`src/rtl/periph_bus_pkg.sv`:
```
// Shared definitions for initiators on the 0x4000_0000 peripheral bus.
package periph_bus_pkg;

    // Default peripheral window.
    localparam logic [31:0] DEFAULT_BASE_ADDR    = 32'h4000_0000;
    localparam logic [31:0] DEFAULT_WINDOW_BYTES = 32'd32;

    // Register byte offsets inside the window.
    localparam logic [7:0] REG_TH     = 8'h00;
    localparam logic [7:0] REG_TL     = 8'h04;
    localparam logic [7:0] REG_TCON   = 8'h08;
    localparam logic [7:0] REG_LED    = 8'h10;
    localparam logic [7:0] REG_SWITCH = 8'h14;
    localparam logic [7:0] REG_DIGI   = 8'h18;

    // Bus master sequencing: accept, strobe, capture, respond.
    typedef enum logic [1:0] {
        ST_IDLE  = 2'd0,
        ST_ISSUE = 2'd1,
        ST_WAIT  = 2'd2,
        ST_RESP  = 2'd3
    } bus_state_t;

endpackage

```
`src/rtl/periph_addr_filter.sv`:
```
// Combinational pre-filter: flags word-misaligned and out-of-window addresses.
module periph_addr_filter
    import periph_bus_pkg::*;
#(
    parameter logic [31:0] BASE_ADDR    = DEFAULT_BASE_ADDR,
    parameter logic [31:0] WINDOW_BYTES = DEFAULT_WINDOW_BYTES
) (
    input  logic [31:0] i_addr,
    output logic        o_misaligned,
    output logic        o_out_of_window
);

    // Inclusive last byte of the window; the window must not wrap past 2^32.
    localparam logic [31:0] LAST_ADDR = BASE_ADDR + WINDOW_BYTES - 32'd1;

    assign o_misaligned    = (i_addr[1:0] != 2'b00);
    assign o_out_of_window = (i_addr < BASE_ADDR) || (i_addr > LAST_ADDR);

endmodule

```
`src/rtl/periph_bus_master.sv`:
```
// Peripheral bus initiator: one request in, one single-cycle rd/wr strobe out,
// one response back. Bad addresses are answered locally without a bus access.
module periph_bus_master
    import periph_bus_pkg::*;
#(
    parameter logic [31:0] BASE_ADDR    = DEFAULT_BASE_ADDR,
    parameter logic [31:0] WINDOW_BYTES = DEFAULT_WINDOW_BYTES
) (
    input  logic        clk,
    input  logic        reset,
    input  logic        req_valid,
    output logic        req_ready,
    input  logic        req_we,
    input  logic [31:0] req_addr,
    input  logic [31:0] req_wdata,
    output logic        resp_valid,
    input  logic        resp_ready,
    output logic [31:0] resp_rdata,
    output logic        resp_err,
    output logic        rd,
    output logic        wr,
    output logic [31:0] addr,
    output logic [31:0] wdata,
    input  logic [31:0] rdata,
    input  logic        r_accessible,
    input  logic        w_accessible
);

    bus_state_t  r_state;
    logic        r_we;
    logic        r_rd;
    logic        r_wr;
    logic [31:0] r_addr;
    logic [31:0] r_wdata;
    logic        r_resp_valid;
    logic [31:0] r_resp_rdata;
    logic        r_resp_err;

    bus_state_t  w_state_nxt;
    logic        w_we_nxt;
    logic        w_rd_nxt;
    logic        w_wr_nxt;
    logic [31:0] w_addr_nxt;
    logic [31:0] w_wdata_nxt;
    logic        w_resp_valid_nxt;
    logic [31:0] w_resp_rdata_nxt;
    logic        w_resp_err_nxt;

    logic        w_misaligned;
    logic        w_out_of_window;
    logic        w_reject;

    periph_addr_filter #(
        .BASE_ADDR    (BASE_ADDR),
        .WINDOW_BYTES (WINDOW_BYTES)
    ) u_addr_filter (
        .i_addr          (req_addr),
        .o_misaligned    (w_misaligned),
        .o_out_of_window (w_out_of_window)
    );

    assign w_reject = w_misaligned | w_out_of_window;

    // Next state and next registered outputs.
    always_comb begin
        // NOTE: every signal gets a default first so no path leaves one unassigned (no latches).
        w_state_nxt      = r_state;
        w_we_nxt         = r_we;
        w_rd_nxt         = 1'b0;
        w_wr_nxt         = 1'b0;
        w_addr_nxt       = r_addr;
        w_wdata_nxt      = r_wdata;
        w_resp_valid_nxt = r_resp_valid;
        w_resp_rdata_nxt = r_resp_rdata;
        w_resp_err_nxt   = r_resp_err;

        unique case (r_state)
            ST_IDLE: begin
                if (req_valid) begin
                    w_we_nxt    = req_we;
                    w_addr_nxt  = req_addr;
                    w_wdata_nxt = req_wdata;
                    if (w_reject) begin
                        // Answer locally; the bus never sees this access.
                        w_state_nxt      = ST_RESP;
                        w_resp_valid_nxt = 1'b1;
                        w_resp_rdata_nxt = 32'd0;
                        w_resp_err_nxt   = 1'b1;
                    end else begin
                        // Strobe is registered, so it is high for exactly the ISSUE cycle.
                        w_state_nxt = ST_ISSUE;
                        w_rd_nxt    = ~req_we;
                        w_wr_nxt    = req_we;
                    end
                end
            end
            ST_ISSUE: begin
                w_state_nxt = ST_WAIT;
            end
            ST_WAIT: begin
                // Responder data and acknowledge are valid only in this cycle.
                w_state_nxt      = ST_RESP;
                w_resp_valid_nxt = 1'b1;
                if (r_we) begin
                    w_resp_rdata_nxt = 32'd0;
                    w_resp_err_nxt   = ~w_accessible;
                end else begin
                    w_resp_rdata_nxt = r_accessible ? rdata : 32'd0;
                    w_resp_err_nxt   = ~r_accessible;
                end
            end
            ST_RESP: begin
                if (resp_ready) begin
                    w_state_nxt      = ST_IDLE;
                    w_resp_valid_nxt = 1'b0;
                end
            end
            default: begin
                w_state_nxt = ST_IDLE;
            end
        endcase
    end

    // State and output registers; reset discards any access in flight.
    always_ff @(posedge clk or negedge reset) begin
        if (!reset) begin
            r_state      <= ST_IDLE;
            r_we         <= 1'b0;
            r_rd         <= 1'b0;
            r_wr         <= 1'b0;
            r_addr       <= 32'd0;
            r_wdata      <= 32'd0;
            r_resp_valid <= 1'b0;
            r_resp_rdata <= 32'd0;
            r_resp_err   <= 1'b0;
        end else begin
            // NOTE: non-blocking assignments so every register samples pre-edge values.
            r_state      <= w_state_nxt;
            r_we         <= w_we_nxt;
            r_rd         <= w_rd_nxt;
            r_wr         <= w_wr_nxt;
            r_addr       <= w_addr_nxt;
            r_wdata      <= w_wdata_nxt;
            r_resp_valid <= w_resp_valid_nxt;
            r_resp_rdata <= w_resp_rdata_nxt;
            r_resp_err   <= w_resp_err_nxt;
        end
    end

    assign req_ready  = (r_state == ST_IDLE);
    assign resp_valid = r_resp_valid;
    assign resp_rdata = r_resp_rdata;
    assign resp_err   = r_resp_err;
    assign rd         = r_rd;
    assign wr         = r_wr;
    assign addr       = r_addr;
    assign wdata      = r_wdata;

endmodule

```
`config.mk`:
```
export PLATFORM = sky130hd
export DESIGN_NAME = periph_bus_master
export DESIGN_NICKNAME = d
export VERILOG_FILES = /design/src/rtl/periph_bus_pkg.sv /design/src/rtl/periph_addr_filter.sv /design/src/rtl/periph_bus_master.sv
export SDC_FILE = /design/constraint.sdc
export NUM_CORES = 1
export LEC_CHECK = 0
export ABC_AREA = 1
export BUFFER_PORTS_ARGS = -buffer_cell sky130_fd_sc_hd__buf_2
export CAP_MARGIN = 5
export CORE_ASPECT_RATIO = 1.25
export CORE_MARGIN = 4
export CORE_UTILIZATION = 47
export CTS_CLUSTER_SIZE = 24
export DETAILED_ROUTE_END_ITERATION = 7
export GPL_TIMING_DRIVEN = 1
export PLACE_DENSITY = 0.8
export SYNTH_ARGS = -nofsm -noshare
export SYNTH_HDL_FRONTEND = slang
export SYNTH_SLANG_ARGS = --single-unit
```
`constraint.sdc`:
```
create_clock -name clk -period 1.9 [get_ports clk]
set_clock_uncertainty 0.2 [all_clocks]
set_input_delay 0.19 -clock clk [delete_from_list [all_inputs] [get_ports clk]]
set_output_delay 0.19 -clock clk [all_outputs]
set_load 0.02 [all_outputs]
```
==> results.sh, run 1 <==
export IMPL_pwr_share_seq_pct=33.8
export IMPL_drv_cap=0
export IMPL_holdPathEnd="resp_rdata[29]$_DFFE_PN0P_"
export IMPL_fill_cells=616
export IMPL_fin_ws_ns=-0.0150
export IMPL_path_buf_inv=3
export IMPL_stdcell_count=953
export IMPL_clk_insertion_delay_late_ns=0.33
export IMPL_numClockSinks=103
export IMPL_p_clk_share_pct=18.9
export IMPL_grt_use_total_pct=27.1
export IMPL_reg2regPathDepth=7
export IMPL_swShare_pct=43.2
export IMPL_ys_seq_elements=103
export IMPL_outcome="finished, violations left"
export IMPL_use_met3_pct=5.24
export IMPL_hold_slack_ns=-0.00186
export IMPL_max_stage_delay_ns=0.56
export IMPL_p_leak_nw=3.93
export IMPL_clock_path_buffers=2
export IMPL_ff2ff_setup_slack_ns=0.07
export IMPL_cts_root_buffer="clkbuf_16"
export IMPL_worstPathCellList="dlygate4sd3_1, buf_2, nor2_2, nand3_2, nor2_4, nand3_4, clkbuf_16, nand3_1, nand2_1"
export IMPL_drtIter0Drc=391
export IMPL_powerDensity_nw_per_um2=1520
export IMPL_hold_viol_final=2
export IMPL_violations="negative hold slack, negative setup slack"
export IMPL_drtAntennaViolNets=0
export IMPL_grt_pass1_vias=4827
export IMPL_slew_viol_final=0
export IMPL_path_class="in2reg"
export IMPL_htree_levels=3
export IMPL_place_ws_ns=0.0144
export IMPL_overflow=0
export IMPL_yosysUniqueCellTypes=19
export IMPL_route_detailed_drc=0
export IMPL_placed_cells=860
export IMPL_tightest_slew_ns=0.559
export IMPL_place_gp_congestion=0.812
export IMPL_core_area_sq_um=9220
export IMPL_hold_class="in2reg"
export IMPL_critPathMaxFanout=13
export IMPL_synthCells=549
export IMPL_mostFrequentLayoutCell="nand2_1"
export IMPL_area_growth_synth_to_final_pct=55.9
export IMPL_layout_drive_gt1_share_pct=30.2
export IMPL_antenna_cells=0
export IMPL_most_common_layout_cells="nand2_1 (268), buf_2 (185), dfrtp_1 (103)"
export IMPL_multiInputGateArea_sq_um=1700
export IMPL_intPower_mw=6.00
export IMPL_fin_nets=932
export IMPL_wl_per_cell_um=16.1
export IMPL_total_power_mw=10.6
export IMPL_cts_buffers=9
export IMPL_antenna_found_initial=0
export IMPL_crit_path_end_kind="flop"
export IMPL_min_from="rdata[29]"
export IMPL_cp_required_ns=1.92
export IMPL_synth_area_sq_um=4460
export IMPL_ios=204
export IMPL_dieHeight_um=117
export IMPL_yosys_warnings=0
export IMPL_power_frac_comb_pct=47.3
export IMPL_dr_pass1_iters=7
export IMPL_peakVddDrop_uv=761
export IMPL_vias_per_cell=5.04
export IMPL_relSlewSlack_pct=62.7
export IMPL_dieArea_sq_um=11100
export IMPL_dp_hpwl_um=8720
export IMPL_hold_path_depth=5
export IMPL_cp_start_kind="input pin"
export IMPL_ys_seq_area_share_pct=57.8
export IMPL_use_met1_pct=29.5
export IMPL_start_util_pct=48.3
export IMPL_chipWidth_um=95.1
export IMPL_setup_tns_ns=-0.0150
export IMPL_cp_top_family="buffers and inverters"
export IMPL_grt_pass1_wl_um=23200
export IMPL_synth_net_count=656
export IMPL_min_period_ns=1.92
export IMPL_regArea_sq_um=2580
export IMPL_synth_avg_cell_area_sq_um=8.12
export IMPL_reg2reg_to="resp_rdata[11]$_DFFE_PN0P_"
export IMPL_dr_total_vias=4799
export IMPL_clkTransAtPathRegs_ns=0.06
export IMPL_grt_busiest_layer="met2"
export IMPL_rows=39
export IMPL_worstPathArrival_ns=1.94
export IMPL_clock_fmax_mhz=522
export IMPL_io_buffers=203
export IMPL_r2r_start="r_state[0]$_DFFE_PN0P_"
export IMPL_switchingPower_mw=4.57
export IMPL_slowest_stage="dlygate4sd3_1"
export IMPL_post_route_period_util_pct=101
export IMPL_grt_use_met2_pct=48.2
export IMPL_setup_viol=1
export IMPL_wirelength_um=15300
export IMPL_grt_max_degree=104
export IMPL_cts_tree="built"
-- what timing repair did --
item	in CTS	in global routing
gates resized for setup	1	37
setup endpoints to repair	1	53
hold buffers	88	0
hold endpoints to repair	192	0
buffers inserted	0	3
gates cloned	0	3
pin swaps	0	1
-- cells in the mapped netlist --
cell type | count | area, sq um
nand3_1 | 35 | 175
buf_2 | 16 | 80.1
dfrtp_1 | 103 | 2580
nor2_2 | 2 | 12.5
inv_1 | 27 | 101
nor3_2 | 1 | 10.0
nand3_4 | 1 | 17.5
a31oi_1 | 1 | 6.26
ha_1 | 4 | 50.1
o22ai_1 | 1 | 6.26
clkbuf_1 | 10 | 37.5
inv_2 | 2 | 7.51
a21oi_4 | 1 | 16.3
nand2_4 | 1 | 11.3
o21ai_0 | 25 | 125
buf_6 | 3 | 33.8
nand2_1 | 269 | 1010
nor3_1 | 1 | 5.00
nor2_1 | 46 | 173
-- worst min-delay path, cell delays in order --
cell	delay [ns]
buf_2	0.09
nand2_1	0.06
nor2_1	0.04
nand3_1	0.07
nand2_1	0.05
-- stage by stage --
| step | utilization (%) | hold WS [ns] | area (sq um) |
|---|---|---|---|
| after floorplan | - | -0.306 | 4460 |
| after global placement | 61.0 | 0.0918 | 5620 |
| after detailed placement | 61.0 | 0.102 | 5620 |
| after CTS | 74.1 | 0.000485 | 6840 |
| after global routing | 75.3 | 0.0172 | 6950 |
| final | 75.3 | -0.00186 | 6950 |
-- registers in the layout, indices dropped and copies added, names as in the netlist --
name,cells
resp_rdata,32
wr,1
addr,32
resp_err,1
wdata,32
r_we,1
rd,1
r_state,2
resp_valid,1
-- how the worst max path moves through the flow --
stage,from,end,slack [ns],cells past startpoint
final,req_addr[31],resp_rdata[11]$_DFFE_PN0P_,-0.02,9
after global routing,req_addr[29],resp_rdata[11]$_DFFE_PN0P_,-0.08,9
after detailed placement,r_state[0]$_DFFE_PN0P_,resp_err$_DFFE_PN0P_,0.01,8
after global placement,r_state[0]$_DFFE_PN0P_,resp_rdata[2]$_DFFE_PN0P_,0.16,8
after floorplan,r_state[0]$_DFFE_PN0P_,addr[0]$_DFFE_PN0P_,0.06,7
after CTS,req_addr[15],r_state[1]$_DFFE_PN0P_,0.007,11
-- power by group through the flow --
stage / sequential, mW / combinational (mW) / clock [mW]
after global routing: 3.67 / 5.46 / 2.13
after CTS: 3.54 / 4.64 / 2.01
after global placement: 3.54 / 4.33 / 0
after detailed placement: 3.56 / 4.46 / 0
final: 3.57 / 5.00 / 2.00
after floorplan: 4.58 / 1.87 / 0
-- layer usage --
| layer | share of wire [%] | vias to the layer above |
|---|---|---|
| met5 | 0 | - |
| met4 | 5.3 | 0 |
| met3 | 6.4 | 67 |
| met2 | 53 | 246 |
| met1 | 35 | 2250 |
| li1 | - | 2236 |
-- cell families (layout without fill, tap and decap cells) --
logic type      Yosys count  count (layout)  share of synthesized area [%]
compound gates           28              28                           3.45
simple gates            356             357                           31.7
fa+ha+maj                 4               4                           1.12
buf+inv                  58             338                           5.84
flops                   103             103                           57.8
-- final cells by class --
| cell class | count | share of cell area (%) |
|---|---|---|
| clock buffer | 13 | 3.75 |
| clock inverter | 3 | 0.936 |
| inverter | 29 | 1.57 |
| multi-input combinational | 389 | 24.5 |
| sequential | 103 | 37.1 |
| tap | 123 | 2.22 |
| timing repair buffer | 293 | 29.9 |
No activity file was read; power rests on OpenSTA's default activity.
==> run 2: changes to the inputs <==
--- a/config.mk
+++ b/config.mk
@@ -14,7 +14,7 @@
 export CTS_CLUSTER_SIZE = 24
 export DETAILED_ROUTE_END_ITERATION = 7
 export GPL_TIMING_DRIVEN = 1
-export PLACE_DENSITY = 0.8
+export PLACE_DENSITY = 0.77
 export SYNTH_ARGS = -nofsm -noshare
 export SYNTH_HDL_FRONTEND = slang
 export SYNTH_SLANG_ARGS = --single-unit
==> run 2 against run 1 <==
The run now ends clean. Routed wire length shrank 2.6%. Sequential share of layout area shrank 0.38 points. Register-to-register slack got worse by 0.03 ns. Final cell count rose by 0.84%. Power up 0.32%. Core utilization grew 0.79 points. Critical path depth rose by 3. Clock power down 4%. Sequential power about the same.
==> results.sh, run 2 (synthesis gave the netlist of run 1 again) <==
export IMPL_outcome="finished clean"
export IMPL_core_area_sq_um=9220
export IMPL_overflow=0
export IMPL_design_area_sq_um=7020
export IMPL_cp_required_ns=1.92
export IMPL_area_growth_synth_to_final_pct=57.6
export IMPL_clock_path_buffers=2
export IMPL_hold_viol_final=0
export IMPL_setup_viol=0
export IMPL_wl_per_cell_um=15.6
export IMPL_critPathMaxFanout=6
export IMPL_hold_class="in2reg"
export IMPL_wirelength_um=14900
export IMPL_grt_pass1_wl_um=21700
export IMPL_dr_pass1_iters=4
export IMPL_post_route_period_util_pct=98.3
export IMPL_cts_root_buffer="clkbuf_16"
export IMPL_switchingPower_mw=4.57
export IMPL_drv_cap=0
export IMPL_dr_total_vias=4776
export IMPL_dieArea_sq_um=11100
export IMPL_clk_insertion_delay_late_ns=0.34
export IMPL_cts_tree="built"
export IMPL_peakVddDrop_uv=928
export IMPL_total_power_mw=10.6
export IMPL_drtIter0Drc=288
export IMPL_cp_start_kind="input pin"
export IMPL_cts_buffers=9
export IMPL_dp_hpwl_um=8910
export IMPL_place_ws_ns=0.110
export IMPL_io_buffers=203
export IMPL_p_leak_nw=3.97
export IMPL_intPower_mw=6.03
export IMPL_p_clk_share_pct=18.1
export IMPL_most_common_layout_cells="nand2_1 (266), buf_2 (196), dfrtp_1 (103)"
export IMPL_ios=204
export IMPL_grt_max_degree=59
export IMPL_route_detailed_drc=0
export IMPL_vias_per_cell=4.97
export IMPL_min_period_ns=1.87
export IMPL_pwr_share_seq_pct=33.5
export IMPL_htree_levels=3
export IMPL_relSlewSlack_pct=76.5
export IMPL_hold_slack_ns=0.00398
export IMPL_dieHeight_um=117
export IMPL_layout_drive_gt1_share_pct=31.7
export IMPL_slew_viol_final=0
export IMPL_crit_path_end_kind="flop"
export IMPL_wl_met2_um=7880
export IMPL_setup_tns_ns=0
export IMPL_fin_nets=939
export IMPL_place_gp_congestion=0.769
export IMPL_worstPathArrival_ns=1.89
export IMPL_antenna_found_initial=1
export IMPL_rows=39
export IMPL_reg2regPathDepth=9
export IMPL_hold_path_depth=5
export IMPL_start_util_pct=48.3
export IMPL_placed_cells=859
export IMPL_swShare_pct=43.1
export IMPL_mostFrequentLayoutCell="nand2_1"
export IMPL_fin_ws_ns=0.0320
export IMPL_routed_wl_met3_um=791
export IMPL_fin_util_pct=76.1
export IMPL_stdcell_count=961
export IMPL_clkTransAtPathRegs_ns=0.07
export IMPL_grt_use_total_pct=25.1
export IMPL_power_frac_comb_pct=48.4
export IMPL_dpl_cell_area_sq_um=5640
export IMPL_clock_fmax_mhz=535
export IMPL_powerDensity_nw_per_um2=1510
export IMPL_tightest_slew_ns=0.353
export IMPL_chipWidth_um=95.1
export IMPL_grt_pass1_vias=4737
export IMPL_top_layer_used="met4"
export IMPL_numClockSinks=103
export IMPL_path_class="in2reg"
export IMPL_drtAntennaViolNets=0
export IMPL_detail_route_wirelength_met1_um=5500
## run 2: changes by cell type in the layout (fill, tap and decap cells not counted), sizes merged
cell / delta
buf: +13
dlygate4sd3: -7
clkbuf: +3
dlymetal6s4s: -3
diode: +2
bufinv: -1
clkinv: -1
clkinvlp: +1
nand2: +1
## run 2: path summary, 6_finish.rpt
kind | from | to | slack, ns
worst max register to register | r_state[0]$_DFFE_PN0P_ | resp_rdata[30]$_DFFE_PN0P_ | 0.04
worst max-delay path | req_addr[8] | resp_rdata[13]$_DFFE_PN0P_ | 0.03
worst min-delay path | rdata[23] | resp_rdata[23]$_DFFE_PN0P_ | 0.004
worst min register to register | resp_rdata[10]$_DFFE_PN0P_ | resp_rdata[10]$_DFFE_PN0P_ | 0.27
min in group asynchronous | reset | resp_rdata[23]$_DFFE_PN0P_ | 0.10
max in group asynchronous | reset | addr[9]$_DFFE_PN0P_ | 0.85
## run 2: power by group through the flow
stage | sequential [mW] | clock (mW) | combinational, mW
5_1_grt | 3.65 | 2.05 | 5.56
3_3_place_gp | 3.54 | 0 | 4.35
3_5_place_dp | 3.56 | 0 | 4.49
4_1_cts | 3.54 | 1.94 | 4.62
6_report | 3.56 | 1.92 | 5.13
2_1_floorplan | 4.58 | 0 | 1.87
## run 2: what timing repair did
| action | 4_1_cts | 5_1_grt |
|---|---|---|
| hold buffers | 78 | 0 |
| endpoints found under the setup margin | 0 | 34 |
| gates resized for setup | 0 | 30 |
| buffers inserted | 0 | 5 |
| endpoints found under the hold margin | 182 | 0 |
## run 2: routing by layer
| metal | global-route usage [%] | vias to the layer above |
|---|---|---|
| met5 | 0 | - |
| met4 | 13.6 | 0 |
| met3 | 5.37 | 63 |
| met2 | 43.7 | 215 |
| met1 | 28.7 | 2257 |
| li1 | - | 2241 |
## run 2: layout make-up
cell class / instances / area [sq um]
flip-flops and latches: 103 / 2580
multi-input cells: 390 / 1690
well taps: 123 / 154
inverters: 29 / 109
clock inverters: 2 / 37.5
repair buffers: 299 / 2170
clock buffers: 13 / 280
diodes: 2 / 5.00
fillers: 641 / 2200
## run 2: worst max-delay path, stage by stage
cell	delay (ns)
dlygate4sd3_1	0.55
buf_2	0.13
inv_1	0.06
nand2_1	0.05
nor2_1	0.12
nand2_1	0.10
nor2_4	0.12
nand3_4	0.10
buf_12	0.16
clkbuf_16	0.16
nand3_1	0.08
nand2_1	0.07
